<file path="config.mk">
export PLATFORM = sky130hd
export DESIGN_NAME = thermo_scan_scheduler
export DESIGN_NICKNAME = d
export VERILOG_FILES = /design/src/rtl/thermo_scan_scheduler.sv
export SDC_FILE = /design/constraint.sdc
export NUM_CORES = 1
export LEC_CHECK = 0
export ABC_AREA = 1
export CAP_MARGIN = 20
export CORE_UTILIZATION = 47
export CTS_CLUSTER_DIAMETER = 150
export CTS_CLUSTER_SIZE = 24
export DETAILED_ROUTE_END_ITERATION = 10
export PLACE_DENSITY = 0.87
export SYNTH_ARGS = -nofsm -noshare
export SYNTH_HDL_FRONTEND = slang
export SYNTH_SLANG_ARGS = --single-unit
</file>
<file path="constraint.sdc">
create_clock -name clk -period 2.15 [get_ports clk]
set_input_delay 0.43 -clock clk [delete_from_list [all_inputs] [get_ports clk]]
set_output_delay 0.43 -clock clk [all_outputs]
set_load 0.03 [all_outputs]
</file>
<file path="src/rtl/thermo_scan_scheduler.sv">
// ============================================================================
//  Module  : thermo_scan_scheduler
//  Brief   : Round-robin scan of 4 thermocouple converters over one SPI master
//  Revision: 1.0
// ============================================================================
`default_nettype none

module thermo_scan_scheduler #(
    parameter int POWERUP = 1200,
    parameter int PERIOD  = 400,
    parameter int TIMEOUT = 64,
    parameter int CBITS   = 11
) (
    input  logic        clk,
    input  logic        rst,
    input  logic [3:0]  ch_enable,
    input  logic        spi_not_busy,
    input  logic [31:0] spi_rx_data,
    output logic        spi_ena,
    output logic [1:0]  cs_sel,
    output logic        data_valid,
    output logic [1:0]  ch_id,
    output logic [13:0] tc_temp_data,
    output logic [11:0] junction_temp_data,
    output logic [3:0]  fault_bits,
    output logic [3:0]  fault_flags,
    output logic        timeout_err
);

    localparam logic [2:0] c_ST_WAIT_PWR = 3'd0;
    localparam logic [2:0] c_ST_SELECT   = 3'd1;
    localparam logic [2:0] c_ST_START    = 3'd2;
    localparam logic [2:0] c_ST_XFER     = 3'd3;
    localparam logic [2:0] c_ST_CAPTURE  = 3'd4;
    localparam logic [2:0] c_ST_IDLE     = 3'd5;

    localparam logic [CBITS-1:0] c_PWR_LAST = CBITS'(POWERUP - 1);
    localparam logic [CBITS-1:0] c_PER_LAST = CBITS'(PERIOD - 1);
    localparam logic [CBITS-1:0] c_TO_LAST  = CBITS'(TIMEOUT - 1);

    logic [2:0]       r_state;
    logic [2:0]       w_state_next;
    logic [CBITS-1:0] r_cnt;
    logic [1:0]       r_last;
    logic [1:0]       w_idx;
    logic [1:0]       w_pick;
    logic             w_found;
    logic [3:0]       w_fault_nibble;
    logic             w_unused;

    assign w_fault_nibble = {spi_rx_data[16], spi_rx_data[2:0]};
    assign w_unused       = ^{spi_rx_data[17], spi_rx_data[3]};

    // Search downward so the channel nearest after r_last wins; k=4 revisits r_last itself.
    always_comb begin
        w_found = 1'b0;
        w_pick  = r_last;
        w_idx   = '0;
        for (int k = 4; k >= 1; k--) begin
            w_idx = r_last + 2'(k);
            if (ch_enable[w_idx]) begin
                w_found = 1'b1;
                w_pick  = w_idx;
            end
        end
    end

    always_ff @(posedge clk or posedge rst) begin
        if (rst) begin
            r_state <= c_ST_WAIT_PWR;
        end else begin
            r_state <= w_state_next;
        end
    end

    always_comb begin
        w_state_next = r_state;
        case (r_state)
            c_ST_WAIT_PWR: if (r_cnt >= c_PWR_LAST) w_state_next = c_ST_SELECT;
            c_ST_SELECT:   w_state_next = w_found ? c_ST_START : c_ST_IDLE;
            c_ST_START: begin
                if (!spi_not_busy) begin
                    w_state_next = c_ST_XFER;
                end else if (r_cnt == c_TO_LAST) begin
                    w_state_next = c_ST_IDLE;
                end
            end
            c_ST_XFER:     if (spi_not_busy) w_state_next = c_ST_CAPTURE;
            c_ST_CAPTURE:  w_state_next = c_ST_IDLE;
            c_ST_IDLE:     if (r_cnt >= c_PER_LAST) w_state_next = c_ST_SELECT;
            default:       w_state_next = c_ST_IDLE;
        endcase
    end

    // Decoded from state so an asynchronous reset drops the request immediately.
    always_comb begin
        spi_ena = 1'b0;
        if (r_state == c_ST_START) spi_ena = 1'b1;
    end

    always_ff @(posedge clk or posedge rst) begin
        if (rst) begin
            r_cnt              <= '0;
            r_last             <= 2'd3;
            cs_sel             <= '0;
            data_valid         <= 1'b0;
            ch_id              <= '0;
            tc_temp_data       <= '0;
            junction_temp_data <= '0;
            fault_bits         <= '0;
            fault_flags        <= '0;
            timeout_err        <= 1'b0;
        end else begin
            data_valid  <= 1'b0;
            timeout_err <= 1'b0;
            if (w_state_next != r_state) begin
                r_cnt <= '0;
            end else begin
                r_cnt <= r_cnt + 1'b1;
            end
            case (r_state)
                c_ST_SELECT: begin
                    if (w_found) cs_sel <= w_pick;
                end
                c_ST_START: begin
                    if (spi_not_busy && (r_cnt == c_TO_LAST)) begin
                        timeout_err <= 1'b1;
                        r_last      <= cs_sel;
                    end
                end
                c_ST_CAPTURE: begin
                    tc_temp_data        <= spi_rx_data[31:18];
                    junction_temp_data  <= spi_rx_data[15:4];
                    fault_bits          <= w_fault_nibble;
                    ch_id               <= cs_sel;
                    fault_flags[cs_sel] <= |w_fault_nibble;
                    data_valid          <= 1'b1;
                    r_last              <= cs_sel;
                end
                default: ;
            endcase
        end
    end

endmodule

`default_nettype wire

</file>
======== Word-level counts from Yosys, hierarchy flattened ========
Cells that the tools add are included.
word-level totals
  register bits after elaboration ......... 56
  logic and storage cells ................. 70
cells by class
  $add $sub $neg .......................... 4
  $lt $le $gt $ge ......................... 8
  equal/unequal tests ..................... 8
  muxes and demuxes ....................... 32
  reduce and logical (&&, ||, !) cells .... 7
operators with widths
  kind                                                                          count
  3-bit two-way mux                                                             6
  2-bit by 3-bit less-than comparator with 1-bit output, second input constant  5
  3-bit case mux with 5 select lines                                            1
  1-bit two-way mux                                                             13
  11-bit by 1-bit adder with 11-bit output, second input constant               1
  11-bit by 6-bit == test with 1-bit output, second input constant              1
  11-bit >= comparator, second input constant                                   1
  11-bit by 9-bit >= comparator with 1-bit output, second input constant        1
  11-bit two-way mux                                                            1
  1-bit binary-select mux with 2-bit select                                     4
  2-bit two-way mux                                                             4
  3-bit by 2-bit == test with 1-bit output, second input constant               2
  3-bit == test, second input constant                                          2
  2-bit adder, second input constant                                            2
  4-bit bitwise mux                                                             1
  2-bit case mux with 2 select lines                                            1
  2-bit AND reduction                                                           2
  4-bit OR reduction                                                            1
  3-bit by 1-bit == test with 1-bit output, second input constant               1
  3-bit logical NOT                                                             1
  3-bit inequality test                                                         1
  2-bit by 1-bit adder with 2-bit output, second input constant                 1
  1-bit demux with 2-bit select                                                 1
  2-bit by 1-bit >= comparator with 1-bit output, second input constant         1
  other kinds (3)                                                               4

======== Depth between registers and ports, before layout ========
Gate-level depths: netlist of run 1.
  depth in word-level cells ............... 10
  mapped depth ............................ 14
  mapped depth without buffers ............ 13

======== Least setup slack after synthesis of run 1 ========
OpenSTA, ideal clock, no wires.
  kind .................................... reg2reg
  from .................................... register r_state[2]
  to ...................................... register r_cnt[7]
  arrival ................................. 1610 ps
  path slack .............................. 420 ps
  cell stages (with the launch flop) ...... 12
  path buffers ............................ 1
  cell sequence ........................... dfrtp_1 > inv_2 > nand2_1 > nor2_2 > nand3_2 > nand3_1 > nand2_1 > o21ai_1 > nor2_1 > nand2_1 > buf_6 > nor2_2
on the way
  cells in the longest elaborated chain, start to end .. 5
  elaborated cells on any way between the ends .. 13
  those cells by class .................... 5 x eq/ne; 7 x mux; 1 x reduce/logical
RTL lines
  element                             line  text
  from (decl)                         41    logic [2:0] r_state;
  from (signal assigned)              70    r_state <= c_ST_WAIT_PWR;
  from (signal assigned)              72    r_state <= w_state_next;
  3-bit two-way mux                   84    end else if (r_cnt == c_TO_LAST) begin
  3-bit two-way mux                   82    if (!spi_not_busy) begin
  3-bit case mux with 5 select lines  78    case (r_state)
  3-bit inequality test (*)           116   if (w_state_next != r_state) begin
  11-bit two-way mux (*)              116
  to (signal assigned)                119   r_cnt <= r_cnt + 1'b1;
  to (decl)                           43    logic [CBITS-1:0] r_cnt;
Every way passes the cells marked *; elsewhere a longest branch is shown, timed or not.
A chain may end at the register's enable or synchronous reset.

======== Worst setup path after layout of run 1 ========
  from .................................... register r_state[2]
  to ...................................... output port spi_ena
on the way
  cells in the longest elaborated chain, start to end .. 2
RTL lines
  element                                   line  text
  3-bit by 2-bit == test with 1-bit output  98    if (r_state == c_ST_START) spi_ena = 1'b1;
  1-bit two-way mux                         98
  to (decl)                                 19    output logic spi_ena,
No other way between the ends.

==> results of run 1 <==
per-layer routing:
| metal | share of wire | vias to the layer above | GRT usage |
|---|---|---|---|
| met5 | 0 | - | 0 |
| met4 | 0.020 | 0 | 0.08302 |
| met3 | 0.060 | 18 | 0.03882 |
| met2 | 0.50 | 91 | 0.3867 |
| met1 | 0.42 | 1144 | 0.2726 |
| li1 | - | 1184 | - |
what timing repair did:
item                       4_1_cts  5_1_grt
gates resized for setup          1        0
setup endpoints to repair        1        0
hold endpoints to repair         0        0
where the power goes:
group	switching, uW	leakage, uW	internal [uW]
Combinational	47.6	0.00103	67.9
Clock	343	0.0000687	469
Sequential	0	0.000572	1050
Total	390	0.00167	1590
registers in the layout (all words and copies together) (netlist names):
name                count
ch_id                   2
fault_flags             4
tc_temp_data           14
cs_sel                  2
r_last                  2
timeout_err             1
data_valid              1
junction_temp_data     12
r_state                 3
fault_bits              4
r_cnt                  11
worst max-delay path, stage by stage (launching register included):
cell	delay (ns)
dfrtp_1	0.43
inv_2	0.13
nand2_1	0.10
nor2_2	0.17
dlygate4sd2_1	0.42
synthesized netlist by cell type:
cell and number:
nand2_1 148, o21ai_0 11, o21ai_1 2, nor2_1 19, nand2_2 8, xor2_1 5
buf_6 3, inv_6 1, nor2_2 14, nor3_1 4, dfstp_2 2, nand3b_1 1
nand4_1 1, o311ai_0 1, a22oi_1 1, nor2_4 2, nor4_1 1, a21oi_1 3
dfrtp_1 54, inv_1 21, clkbuf_1 6, nor3_2 1, inv_2 2, nand3_1 12
xnor2_1 2, nand3_2 3, o21bai_1 1, ha_1 1, o21ai_2 1
logic make-up (layout without fill, tap and decap cells):
family,after synthesis,count (layout),share of synthesized area
adder cells (fa/ha/maj),1,1,0.004687
AND/OR/NAND/NOR,214,214,0.3474
flip-flops,56,56,0.5260
buffers and inverters,33,113,0.05673
AO/OA/AOI/OAI,20,20,0.04219
XOR/XNOR,7,7,0.02297
final timing paths:
path                                        from                     to  slack, ns  cells past startpoint
setup / recovery                      r_state[2]                spi_ena       0.16                      4
hold / removal                               rst               r_cnt[9]       0.43                      2
max in group asynchronous                    rst        tc_temp_data[0]       1.17                      3
hold reg to reg            junction_temp_data[3]  junction_temp_data[3]       0.48                      2
min in group clk           junction_temp_data[3]  junction_temp_data[3]       0.48                      2
setup reg to reg                        r_cnt[0]              r_cnt[10]       0.29                     11
through the flow:
stage / power (uW) / setup slack (ns) / hold slack, ns
3_5_place_dp: 1189 / 0.05463 / 0.4577
5_1_grt: 2036 / 0.09075 / 0.4898
4_1_cts: 1992 / 0.1679 / 0.4527
6_report: 1979 / 0.1589 / 0.4333
2_1_floorplan: 1106 / 0.3520 / 0.4416
3_3_place_gp: 1186 / 0.1166 / 0.4523
area by class of cell:
cell class / count / share of cell area
timing repair buffer: 81 / 0.2246
clock buffer: 5 / 0.01875
multi-input combinational: 242 / 0.3050
sequential: 56 / 0.3824
tap: 72 / 0.02454
clock inverter: 3 / 0.01875
inverter: 24 / 0.02590
==> impl_metrics.py, run 1 <==
metrics = {
    "status": {
        "run_status": "complete, no violations",
    },
    "timing": {
        "fmax_mhz": 502.2,
        "min_period_ns": 1.991,
        "fin_setup_tns_ns": 0,
        "setup_violations": 0,
        "hold_viol": 0,
        "fin_skew_ns": 0.009345,
        "period_share": 0.9261,
        "tightest_slew_ns": 0.5760,
        "rsz0062_at_grt": "no",
        "slew_headroom": 0.6154,
        "slew_violations": 0,
    },
    "placed_design": {
        "place.gp.congestion": 0.8698,
        "dp.cells": 475,
        "io_buffers": 77,
        "placed_cell_area_um2": 3535,
        "dp_hpwl_um": 4489,
    },
    "cells_and_area": {
        "layout.area.seq_um2": 1404,
        "area_delta_synth_final_pct": 37.55,
        "final_layout_size_suffix_gt1_frac": 0.1144,
        "finalInstanceArea_um2": 3671,
        "antenna_cells": 0,
        "nets": 450,
        "fillers": 430,
        "mostFrequentLayoutCells": "nand2_1 (148), clkdlybuf4s50_1 (76), dfrtp_1 (54)",
        "final_common_cell": "nand2_1",
        "multi_input_comb_area_um2": 1120,
        "final_util": 0.6708,
        "instances_no_fill": 483,
    },
    "detailed_routing": {
        "drc": 0,
        "drt-total-wl_um": 6293,
        "wl_per_cell_um": 13.03,
        "first_pass_iters": 4,
        "vias": 2437,
        "drtAntennaViolNets": 0,
        "first_iter_violations": 174,
        "via_per_inst": 5.046,
    },
    "worst_setup_path": {
        "start_kind": "flop",
        "cp_max_fo": 5,
        "arrival_ns": 1.56,
        "crit_type": "reg2out",
        "cp-end-kind": "output pin",
        "required_ns": 1.72,
    },
    "logic_synthesis": {
        "synth_cell_type_count": 29,
        "synth_top_area_cell": "dfrtp_1",
        "ys_ff_latch": 56,
        "synth.area.top_cells": "dfrtp_1 (51%), nand2_1 (21%), nor2_2 (3.3%)",
        "synth_nets": 371,
        "avgSynthCellArea_um2": 8.063,
        "syn-cell-area_um2": 2669,
        "synth_top_area_frac": 0.5063,
        "syn_inst": 331,
        "synth-seq-area-share": 0.5260,
        "synth-warning-count": 0,
    },
    "run": {
        "cap_violations": 0,
    },
    "floorplan": {
        "die_y_um": 77.36,
        "start_util": 0.4877,
        "chipWidth_um": 77.36,
        "coreArea_um2": 5473,
        "die_area_um2": 5984,
        "io_pins": 80,
        "rows": 27,
    },
    "pwr": {
        "p_leak_uw": 0.001667,
        "power.density_nw_per_um2": 539.2,
        "ir_drop_mv": 0.3769,
    },
    "cts": {
        "holdBufCountCts": 0,
        "numClockSinks": 56,
        "htreeDepth": 2,
        "cts-root-buf": "clkbuf_8",
        "cts_tree": "built",
        "cts_made_buffers": 5,
        "insertion_delay_ns": 0.31,
        "cts.clk_slew.worst_paths_ns": 0.09,
        "post_cts_buffers": 0,
        "cts_buffer_depth": 2,
    },
    "global_route": {
        "grt_max_degree": 38,
        "grt_pass1_wl_um": 10530,
        "grt_overflow": 0,
        "grt_usage": 0.2213,
        "grt_pass1_vias": 2377,
        "antenna_found_initial": 0,
    },
    "min_path": {
        "worstHoldPathType": "in2async",
    },
}
Power figures use the tool's default switching activity.
==> run 2: changes to the inputs <==
--- a/config.mk
+++ b/config.mk
@@ -8,9 +8,10 @@
 export ABC_AREA = 1
 export CAP_MARGIN = 20
 export CORE_UTILIZATION = 47
-export CTS_CLUSTER_DIAMETER = 150
+export CTS_CLUSTER_DIAMETER = 200
 export CTS_CLUSTER_SIZE = 24
 export DETAILED_ROUTE_END_ITERATION = 10
+export GPL_TIMING_DRIVEN = 0
 export PLACE_DENSITY = 0.87
 export SYNTH_ARGS = -nofsm -noshare
 export SYNTH_HDL_FRONTEND = slang
==> run 2 against run 1 <==
Wire length is 3.3% lower. Critical path type unchanged. Critical endpoint unchanged. Combinational power hardly changed. First-iteration DRC count is 24% lower. Die area stayed put. Clock power is 12% lower. Total power is 5.2% lower. Highest routed layer unchanged.
==> impl_metrics.py, run 2 (same netlist as run 1, synthesis figures left out) <==
metrics = {
    "status": {
        "run_status": "complete, no violations",
    },
    "cells_and_area": {
        "final_layout_size_suffix_gt1_frac": 0.1127,
        "reg_top3": "tc_temp_data (14), junction_temp_data (12), r_cnt (11)",
        "area_delta_synth_final_pct": 37.51,
        "largest_reg_flops": 14,
        "antenna_cells": 0,
        "multi_input_comb_area_um2": 1114,
        "fillers": 458,
        "final_common_cell": "nand2_1",
        "top_register": "tc_temp_data",
        "mostFrequentLayoutCells": "nand2_1 (148), clkdlybuf4s50_1 (76), dfrtp_1 (54)",
        "layout.area.seq_um2": 1404,
        "nets": 456,
    },
    "worst_setup_path": {
        "crit_type": "reg2out",
        "worstPathCellList": "inv_2, nand2_1, nor2_2, dlygate4sd2_1",
        "start_kind": "flop",
        "rr_endpoint": "r_cnt[2]",
        "arrival_ns": 1.53,
        "rr_startpoint": "r_cnt[0]",
        "slowest_stage": "dfrtp_1",
        "rrSetupSlack_ns": 0.30,
        "required_ns": 1.72,
        "cp-end-kind": "output pin",
        "cp_max_fo": 5,
        "slowest_delay_ns": 0.44,
        "worstRegToRegCells": 11,
    },
    "cts": {
        "cts_tree": "built",
        "numClockSinks": 56,
        "insertion_delay_ns": 0.30,
        "cts_buffer_depth": 2,
        "cts_made_buffers": 5,
        "cts-root-buf": "clkbuf_8",
        "htreeDepth": 2,
        "cts.clk_slew.worst_paths_ns": 0.10,
        "post_cts_buffers": 0,
    },
    "pwr": {
        "power_uw": 1877,
        "switchingPower_uw": 375.6,
        "p_sw_frac": 0.2001,
        "power.density_nw_per_um2": 511.5,
        "p_leak_uw": 0.001668,
        "pwr-share-clk": 0.379,
        "pwr-share-seq": 0.561,
        "p_int_uw": 1501,
        "pwr-share-comb": 0.060,
        "ir_drop_mv": 0.3295,
    },
    "timing": {
        "holdWs_ns": 0.4797,
        "final.setup.worst_slack_ns": 0.1927,
        "fmax_mhz": 510.9,
        "period_share": 0.9104,
        "fin_skew_ns": 0.005639,
        "slew_violations": 0,
        "min_period_ns": 1.957,
        "fin_setup_tns_ns": 0,
        "setup_violations": 0,
        "hold_viol": 0,
        "rsz0062_at_grt": "no",
        "tightest_slew_ns": 0.6389,
        "slew_headroom": 0.5701,
    },
    "min_path": {
        "worstHoldPathType": "reg2reg",
        "min_to": "junction_temp_data[4]",
        "min_from": "junction_temp_data[4]",
        "min_path_cells": 2,
    },
    "detailed_routing": {
        "drt-total-wl_um": 6083,
        "first_pass_iters": 4,
        "drtAntennaViolNets": 0,
        "wl_per_cell_um": 12.44,
        "via_per_inst": 4.973,
        "vias": 2432,
        "first_iter_violations": 133,
        "drc": 0,
    },
    "placed_design": {
        "place.gp.congestion": 0.8697,
        "pre_cts_ws_ns": 0.01605,
        "dp_hpwl_um": 4637,
        "io_buffers": 77,
    },
    "floorplan": {
        "chipWidth_um": 77.36,
        "io_pins": 80,
        "die_y_um": 77.36,
        "coreArea_um2": 5473,
        "start_util": 0.4877,
        "rows": 27,
        "die_area_um2": 5984,
    },
    "global_route": {
        "grt_max_degree": 30,
        "antenna_found_initial": 0,
        "grt_pass1_vias": 2361,
        "grt_usage": 0.2162,
        "grt_pass1_wl_um": 10330,
        "grt_overflow": 0,
    },
    "run": {
        "cap_violations": 0,
    },
}
## run 2: cell types whose count changed in the layout (fill, tap and decap cells not counted), sizes merged
cell / previous run / this run
clkinv: 0 / 1
inv: 25 / 24
clkbuf: 5 / 12
bufinv: 2 / 1
## run 2: worst max path at each step
stage                            start                     to  slack (ns)  depth (start not counted)
after detailed placement  ch_enable[3]               r_cnt[9]        0.02                         13
final                       r_state[2]                spi_ena        0.19                          4
after global routing          r_cnt[0]               r_cnt[2]        0.10                         11
after CTS                   r_state[2]                spi_ena        0.18                          4
after floorplan                    rst               ch_id[0]        0.35                          1
after global placement             rst  junction_temp_data[0]       -0.64                          2
## run 2: final cells by class
type / instances / share of cell area
timing repair buffer: 78 / 0.2151
buffer: 9 / 0.01534
clock inverter: 2 / 0.01057
clock buffer: 6 / 0.02250
tap: 72 / 0.02455
inverter: 24 / 0.02591
sequential: 56 / 0.3825
multi-input combinational: 242 / 0.3034
## run 2: per-layer routing
| metal | up-vias | track usage | part of all wire | wire, um |
|---|---|---|---|---|
| li1 | 1195 | - | - | - |
| met1 | 1153 | 0.2744 | 0.44 | 2650 |
| met2 | 76 | 0.3743 | 0.50 | 3055 |
| met3 | 8 | 0.04471 | 0.049 | 297 |
| met4 | 0 | 0.05849 | 0.013 | 79 |
| met5 | - | 0 | 0 | 0 |
## run 2: power by group through the flow
stage / combinational (uW) / sequential (uW) / clock, uW
global route: 125 / 1050 / 759
finish: 113 / 1050 / 711
detailed placement: 115 / 1070 / 0
floorplan: 33.1 / 1070 / 0
global placement: 108 / 1070 / 0
CTS: 116 / 1050 / 733
## run 2: critical path: cells and delay by family, from the launching register on
family	cells	cell delay [ns]
buffers and inverters	2	0.54
DFF	1	0.44
and+or+nand+nor	2	0.24
## run 2: metrics by stage
step / std cells / utilization / instance area [um^2]
floorplan: 331 / - / 2669
global placement: 480 / 0.6449 / 3530
detailed placement: 481 / 0.6486 / 3550
CTS: 489 / 0.6706 / 3670
global route: 489 / 0.6706 / 3670
finish: 489 / 0.6706 / 3670
## run 2: timing repair
action / CTS / global route
gates resized for setup: 1 / 0
setup endpoints to repair: 1 / 0
endpoints found under the hold margin: 0 / 0
hold buffers: 0 / 0
